--- config.mk ---
export PLATFORM = sky130hd
export DESIGN_NAME = multicycle_control_fsm_flat
export DESIGN_NICKNAME = d
export VERILOG_FILES = /design/src/rtl/multicycle_control_fsm_if.sv /design/src/rtl/multicycle_control_fsm.sv /design/src/flat_wrapper.sv
export SDC_FILE = /design/constraint.sdc
export NUM_CORES = 1
export LEC_CHECK = 0
export ABC_AREA = 1
export ABC_CLOCK_PERIOD_IN_PS = 2530
export CAP_MARGIN = 20
export CORE_UTILIZATION = 32
export DETAILED_ROUTE_END_ITERATION = 7
export GPL_TIMING_DRIVEN = 0
export PLACE_DENSITY = 0.79
export SYNTH_ARGS = -nofsm -noshare
export SYNTH_HDL_FRONTEND = slang
export SYNTH_SLANG_ARGS = --single-unit
--- constraint.sdc ---
create_clock -name clk -period 2.53 [get_ports clk]
set_input_delay 0.3795 -clock clk [delete_from_list [all_inputs] [get_ports clk]]
set_output_delay 0.3795 -clock clk [all_outputs]
set_load 0.03 [all_outputs]
--- src/rtl/multicycle_control_fsm_if.sv ---
// Control bundle between the multicycle MIPS control FSM and its datapath.
// The FSM side drives every select/enable; the datapath side supplies opcode and zero.
interface multicycle_control_fsm_if #(
  parameter int OP_W    = 6,
  parameter int STATE_W = 4
);
  logic [OP_W-1:0]    opcode;
  logic               zero;
  logic               i_or_d;
  logic               alu_src_a;
  logic [1:0]         alu_src_b;
  logic               reg_dst;
  logic               mem_to_reg;
  logic [1:0]         pc_src;
  logic [1:0]         alu_op;
  logic               ir_write;
  logic               mem_write;
  logic               reg_write;
  logic               pc_en;
  logic               illegal_op;
  logic [STATE_W-1:0] state_dbg;

  modport master (
    input  opcode, zero,
    output i_or_d, alu_src_a, alu_src_b, reg_dst, mem_to_reg, pc_src, alu_op,
           ir_write, mem_write, reg_write, pc_en, illegal_op, state_dbg
  );

  modport slave (
    output opcode, zero,
    input  i_or_d, alu_src_a, alu_src_b, reg_dst, mem_to_reg, pc_src, alu_op,
           ir_write, mem_write, reg_write, pc_en, illegal_op, state_dbg
  );
endinterface

--- src/rtl/multicycle_control_fsm.sv ---
// Main control unit of the multicycle MIPS datapath: Moore FSM stepping through
// fetch/decode/execute/memory/writeback; pc_en alone also depends on zero.
module multicycle_control_fsm #(
  parameter int OP_W    = 6,
  parameter int STATE_W = 4
) (
  input logic                   clk,
  input logic                   reset,
  multicycle_control_fsm_if.master ctl
);
  localparam logic [OP_W-1:0] OP_LW   = OP_W'(6'b100011);
  localparam logic [OP_W-1:0] OP_SW   = OP_W'(6'b101011);
  localparam logic [OP_W-1:0] OP_RTYP = OP_W'(6'b000000);
  localparam logic [OP_W-1:0] OP_BEQ  = OP_W'(6'b000100);
  localparam logic [OP_W-1:0] OP_ADDI = OP_W'(6'b001000);
  localparam logic [OP_W-1:0] OP_J    = OP_W'(6'b000010);

  typedef enum logic [STATE_W-1:0] {
    IDLE, FETCH, DECODE, MEMADR, MEMRD, MEMWB, MEMWR,
    EXECUTE, ALUWB, BRANCH, ADDIEX, ADDIWB, JUMP
  } state_t;

  state_t state_q, state_n;
  logic   pc_write, branch;

  always_ff @(posedge clk) begin
    if (reset) state_q <= IDLE;
    else       state_q <= state_n;
  end

  always_comb begin
    state_n        = IDLE;
    pc_write       = 1'b0;
    branch         = 1'b0;
    ctl.i_or_d     = 1'b0;
    ctl.alu_src_a  = 1'b0;
    ctl.alu_src_b  = 2'b00;
    ctl.reg_dst    = 1'b0;
    ctl.mem_to_reg = 1'b0;
    ctl.pc_src     = 2'b00;
    ctl.alu_op     = 2'b00;
    ctl.ir_write   = 1'b0;
    ctl.mem_write  = 1'b0;
    ctl.reg_write  = 1'b0;
    ctl.illegal_op = 1'b0;
    case (state_q)
      IDLE: state_n = FETCH;
      FETCH: begin
        ctl.alu_src_b = 2'b01;
        ctl.ir_write  = 1'b1;
        pc_write      = 1'b1;
        state_n       = DECODE;
      end
      // opcode is trusted only here and in MEMADR, where IR cannot change
      DECODE: begin
        ctl.alu_src_b = 2'b11;
        case (ctl.opcode)
          OP_LW, OP_SW: state_n = MEMADR;
          OP_RTYP:      state_n = EXECUTE;
          OP_BEQ:       state_n = BRANCH;
          OP_ADDI:      state_n = ADDIEX;
          OP_J:         state_n = JUMP;
          default: begin
            ctl.illegal_op = 1'b1;
            state_n        = FETCH;
          end
        endcase
      end
      MEMADR: begin
        ctl.alu_src_a = 1'b1;
        ctl.alu_src_b = 2'b10;
        state_n       = (ctl.opcode == OP_LW) ? MEMRD : MEMWR;
      end
      MEMRD: begin
        ctl.i_or_d = 1'b1;
        state_n    = MEMWB;
      end
      MEMWB: begin
        ctl.mem_to_reg = 1'b1;
        ctl.reg_write  = 1'b1;
        state_n        = FETCH;
      end
      MEMWR: begin
        ctl.i_or_d    = 1'b1;
        ctl.mem_write = 1'b1;
        state_n       = FETCH;
      end
      EXECUTE: begin
        ctl.alu_src_a = 1'b1;
        ctl.alu_op    = 2'b10;
        state_n       = ALUWB;
      end
      ALUWB: begin
        ctl.reg_dst   = 1'b1;
        ctl.reg_write = 1'b1;
        state_n       = FETCH;
      end
      BRANCH: begin
        ctl.alu_src_a = 1'b1;
        ctl.alu_op    = 2'b01;
        ctl.pc_src    = 2'b01;
        branch        = 1'b1;
        state_n       = FETCH;
      end
      ADDIEX: begin
        ctl.alu_src_a = 1'b1;
        ctl.alu_src_b = 2'b10;
        state_n       = ADDIWB;
      end
      ADDIWB: begin
        ctl.reg_write = 1'b1;
        state_n       = FETCH;
      end
      JUMP: begin
        ctl.pc_src = 2'b10;
        pc_write   = 1'b1;
        state_n    = FETCH;
      end
      default: state_n = IDLE;
    endcase
  end

  // Branch decision follows zero combinationally within the BRANCH cycle
  assign ctl.pc_en     = pc_write | (branch & ctl.zero);
  assign ctl.state_dbg = state_q;
endmodule
--- src/flat_wrapper.sv ---
// flat-port wrapper written by rule: the top's interface ports become plain ports
module multicycle_control_fsm_flat 
#(
  parameter int OP_W    = 6,
  parameter int STATE_W = 4
)
  (clk, reset, ctl_opcode, ctl_zero, ctl_i_or_d, ctl_alu_src_a, ctl_alu_src_b, ctl_reg_dst, ctl_mem_to_reg, ctl_pc_src, ctl_alu_op, ctl_ir_write, ctl_mem_write, ctl_reg_write, ctl_pc_en, ctl_illegal_op, ctl_state_dbg);
  multicycle_control_fsm_if #(.OP_W(OP_W), .STATE_W(STATE_W)) ctl_i ();
  input logic clk;
  input logic reset;
  input wire logic [$bits(ctl_i.opcode)-1:0] ctl_opcode;
  input wire logic [$bits(ctl_i.zero)-1:0] ctl_zero;
  output wire logic [$bits(ctl_i.i_or_d)-1:0] ctl_i_or_d;
  output wire logic [$bits(ctl_i.alu_src_a)-1:0] ctl_alu_src_a;
  output wire logic [$bits(ctl_i.alu_src_b)-1:0] ctl_alu_src_b;
  output wire logic [$bits(ctl_i.reg_dst)-1:0] ctl_reg_dst;
  output wire logic [$bits(ctl_i.mem_to_reg)-1:0] ctl_mem_to_reg;
  output wire logic [$bits(ctl_i.pc_src)-1:0] ctl_pc_src;
  output wire logic [$bits(ctl_i.alu_op)-1:0] ctl_alu_op;
  output wire logic [$bits(ctl_i.ir_write)-1:0] ctl_ir_write;
  output wire logic [$bits(ctl_i.mem_write)-1:0] ctl_mem_write;
  output wire logic [$bits(ctl_i.reg_write)-1:0] ctl_reg_write;
  output wire logic [$bits(ctl_i.pc_en)-1:0] ctl_pc_en;
  output wire logic [$bits(ctl_i.illegal_op)-1:0] ctl_illegal_op;
  output wire logic [$bits(ctl_i.state_dbg)-1:0] ctl_state_dbg;
  assign ctl_i.opcode = ctl_opcode;
  assign ctl_i.zero = ctl_zero;
  assign ctl_i_or_d = ctl_i.i_or_d;
  assign ctl_alu_src_a = ctl_i.alu_src_a;
  assign ctl_alu_src_b = ctl_i.alu_src_b;
  assign ctl_reg_dst = ctl_i.reg_dst;
  assign ctl_mem_to_reg = ctl_i.mem_to_reg;
  assign ctl_pc_src = ctl_i.pc_src;
  assign ctl_alu_op = ctl_i.alu_op;
  assign ctl_ir_write = ctl_i.ir_write;
  assign ctl_mem_write = ctl_i.mem_write;
  assign ctl_reg_write = ctl_i.reg_write;
  assign ctl_pc_en = ctl_i.pc_en;
  assign ctl_illegal_op = ctl_i.illegal_op;
  assign ctl_state_dbg = ctl_i.state_dbg;
  multicycle_control_fsm #(.OP_W(OP_W), .STATE_W(STATE_W)) u_core (.clk(clk), .reset(reset), .ctl(ctl_i));
endmodule
==> impl_metrics.yaml <==
yosys:
  ys_seq_area_frac: 0.188
  netlist_area_sq_um: 427
  synth_cell_types: 12
  synth-seq-cells: 4
  synth.net_count: 94
  synthCells: 85
  yosys_warnings: 0
  avgSynthCellArea_sq_um: 5.02
floorplan:
  die_y_um: 38.5
  start_util: 0.364
  core_sq_um: 1170
  die_x_um: 38.5
  rows: 12
  die_area_sq_um: 1480
  ios: 28
hold_path:
  hold_path_class: "register to register"
  holdCritStartpoint: "u_core.ctl.state_dbg[2]"
  hold_depth: 2
timing:
  hold_viol_final: 0
  drv_slew: 0
  setup_violations: 0
  worst_slew_pin_slew_ps: 340
  relSlewSlack: 0.773
  skew_ps: 2.18
  tns_ps: 0
  fmax_mhz: 410
  min_period_ps: 2440
  fin_crit_sh: 0.965
  final.setup.worst_slack_ps: 88.2
  rsz0062_at_grt: "no"
grt:
  grt_pass1_vias: 442
  antenna_found_initial: 0
  grt_start_max_net_pins: 7
  grt_use_total: 0.177
  grt_overflow_total: 0
  grt_pass1_wl_um: 1790
setup_path:
  worstReg2RegStart: "u_core.ctl.state_dbg[0]"
  startpoint: "ctl_opcode[3]"
  worstSetupPathDepth: 6
  slowest_delay_ps: 690
  crit_buf_inv: 2
  critPathArrivalTime_ps: 2060
  r2r_slack_ps: 1360
  r2r_cells: 7
  crit_path_frequent_cell: "clkdlybuf4s50_1"
  cp_cell_sequence: "clkdlybuf4s50_1, nor2_1, nand3_1, nand2_1, nor3_1, clkdlybuf4s50_1"
  endpoint: "ctl_illegal_op"
  cp.required_ps: 2150
  crit_family: "buffers and inverters"
  path_max_fanout: 5
  cp-start-kind: "input port"
  crit_type: "input port to primary output"
  r2r-end: "u_core.ctl.state_dbg[1]"
  critPathCaptureType: "primary output"
  cpMaxStageDelayCell: "clkdlybuf4s50_1"
layout:
  seq_area_sq_um: 80.1
  fill_cells: 114
  num_antenna_cells: 0
  mostFrequentLayoutCell: "clkdlybuf4s50_1"
  drive_above_1_share: 0.0522
  finish.utilization: 0.629
  largest_reg_flops: 4
  multiInputGateArea_sq_um: 275
  final_cell_mix: "clkdlybuf4s50_1 (27), nand2_1 (20), nor2_1 (19)"
  fin_nets: 126
  area_growth_pct: 72.7
drt:
  drc: 0
  antenna_left: 0
  wire_per_inst_um: 9.36
  drt-total-wl_um: 1210
  vias_per_cell: 4.66
  first_iter_violations: 19
  num_vias: 601
  drt_pass1_iterations: 4
placed_design:
  globalplace.congestion: 0.920
  hpwl_um: 1020
  dpl_worst_slack_ps: 87.0
  port_buffers: 27
clock_tree:
  htreeDepth: 1
  clockBufferDepth: 2
  numCtsBuffers: 3
  clkLatencyLatePin_ps: 230
  cts_hold_buf: 0
  path_clk_slew_ps: 30
  cts-root-buf: "clkbuf_4"
  cts_tree: "done"
  numClockSinks: 4
  ctsResizeCount: 0
  post_cts_buffers: 0
power:
  powerDensity_nw_per_um2: 465
  leakagePower_nw: 0.361
  ir_worst_vdd_v: 0.000311
status:
  outcome: "finished clean"
job:
  maxCapViolCount: 0
Yosys cell counts:
master | count | area [sq um]
nor2_4 | 1 | 11.3
nand3_1 | 9 | 45.0
buf_4 | 1 | 7.51
inv_1 | 17 | 63.8
nand2_1 | 20 | 75.1
o21ai_0 | 4 | 20.0
nor3_1 | 3 | 15.0
dfxtp_1 | 4 | 80.1
nor2_2 | 1 | 6.26
a21oi_1 | 5 | 25.0
nor2_1 | 19 | 71.3
a31oi_1 | 1 | 6.26
worst register-to-register path, cell delays in order, from the launching register on:
cell	delay, ps
dfxtp_1	360
inv_1	80
nand2_1	170
inv_1	80
nand2_1	70
nand2_1	40
a21oi_1	150
a21oi_1	90
per-stage QoR:
| step | total power (W) | instances | instance area, sq um | hold slack, ps |
|---|---|---|---|---|
| global placement | 0.000267 | 126 | 714 | 637 |
| detailed placement | 0.000270 | 126 | 714 | 635 |
| CTS | 0.000348 | 129 | 737 | 644 |
| finish | 0.000343 | 129 | 737 | 648 |
| global route | 0.000365 | 129 | 737 | 678 |
| floorplan | 0.000190 | 85 | 427 | 449 |
where the power goes:
part | internal, W | switching [W]
clock | 0.0000527 | 0.0000215
sequential | 0.0000702 | 0.00000756
combinational | 0.0000760 | 0.000115
total | 0.000199 | 0.000144
how the worst min path moves through the flow:
stage,endpoint,slack (ps)
after floorplan,u_core.ctl.state_dbg[0],450
after global routing,u_core.ctl.state_dbg[0],680
after global placement,u_core.ctl.state_dbg[0],640
after CTS,u_core.ctl.state_dbg[0],640
final,u_core.ctl.state_dbg[0],650
after detailed placement,u_core.ctl.state_dbg[0],640
cell families (layout without fill, tap and decap cells):
| family | after synthesis | count (layout) | share of synthesized area |
|---|---|---|---|
| and+or+nand+nor | 53 | 53 | 0.525 |
| buffers and inverters | 18 | 48 | 0.167 |
| AOI/OAI and AO/OA | 10 | 10 | 0.120 |
| DFF | 4 | 4 | 0.188 |
area by class of cell:
class                           count  share of cell area
Multi-Input combinational cell     63               0.374
Timing Repair Buffer               27               0.367
Sequential cell                     4               0.109
Inverter                           17              0.0866
Clock buffer                        3              0.0306
Tap cell                           14              0.0238
Buffer                              1              0.0102
per-layer routing:
layer | global-route usage | vias up | wire length [um]
met5 | 0 | - | 0
met3 | 0.0407 | 2 | 63
met4 | 0.121 | 0 | 8
li1 | - | 321 | -
met1 | 0.233 | 258 | 587
met2 | 0.250 | 20 | 547
Note: power is estimated with default switching activity, not from simulation.
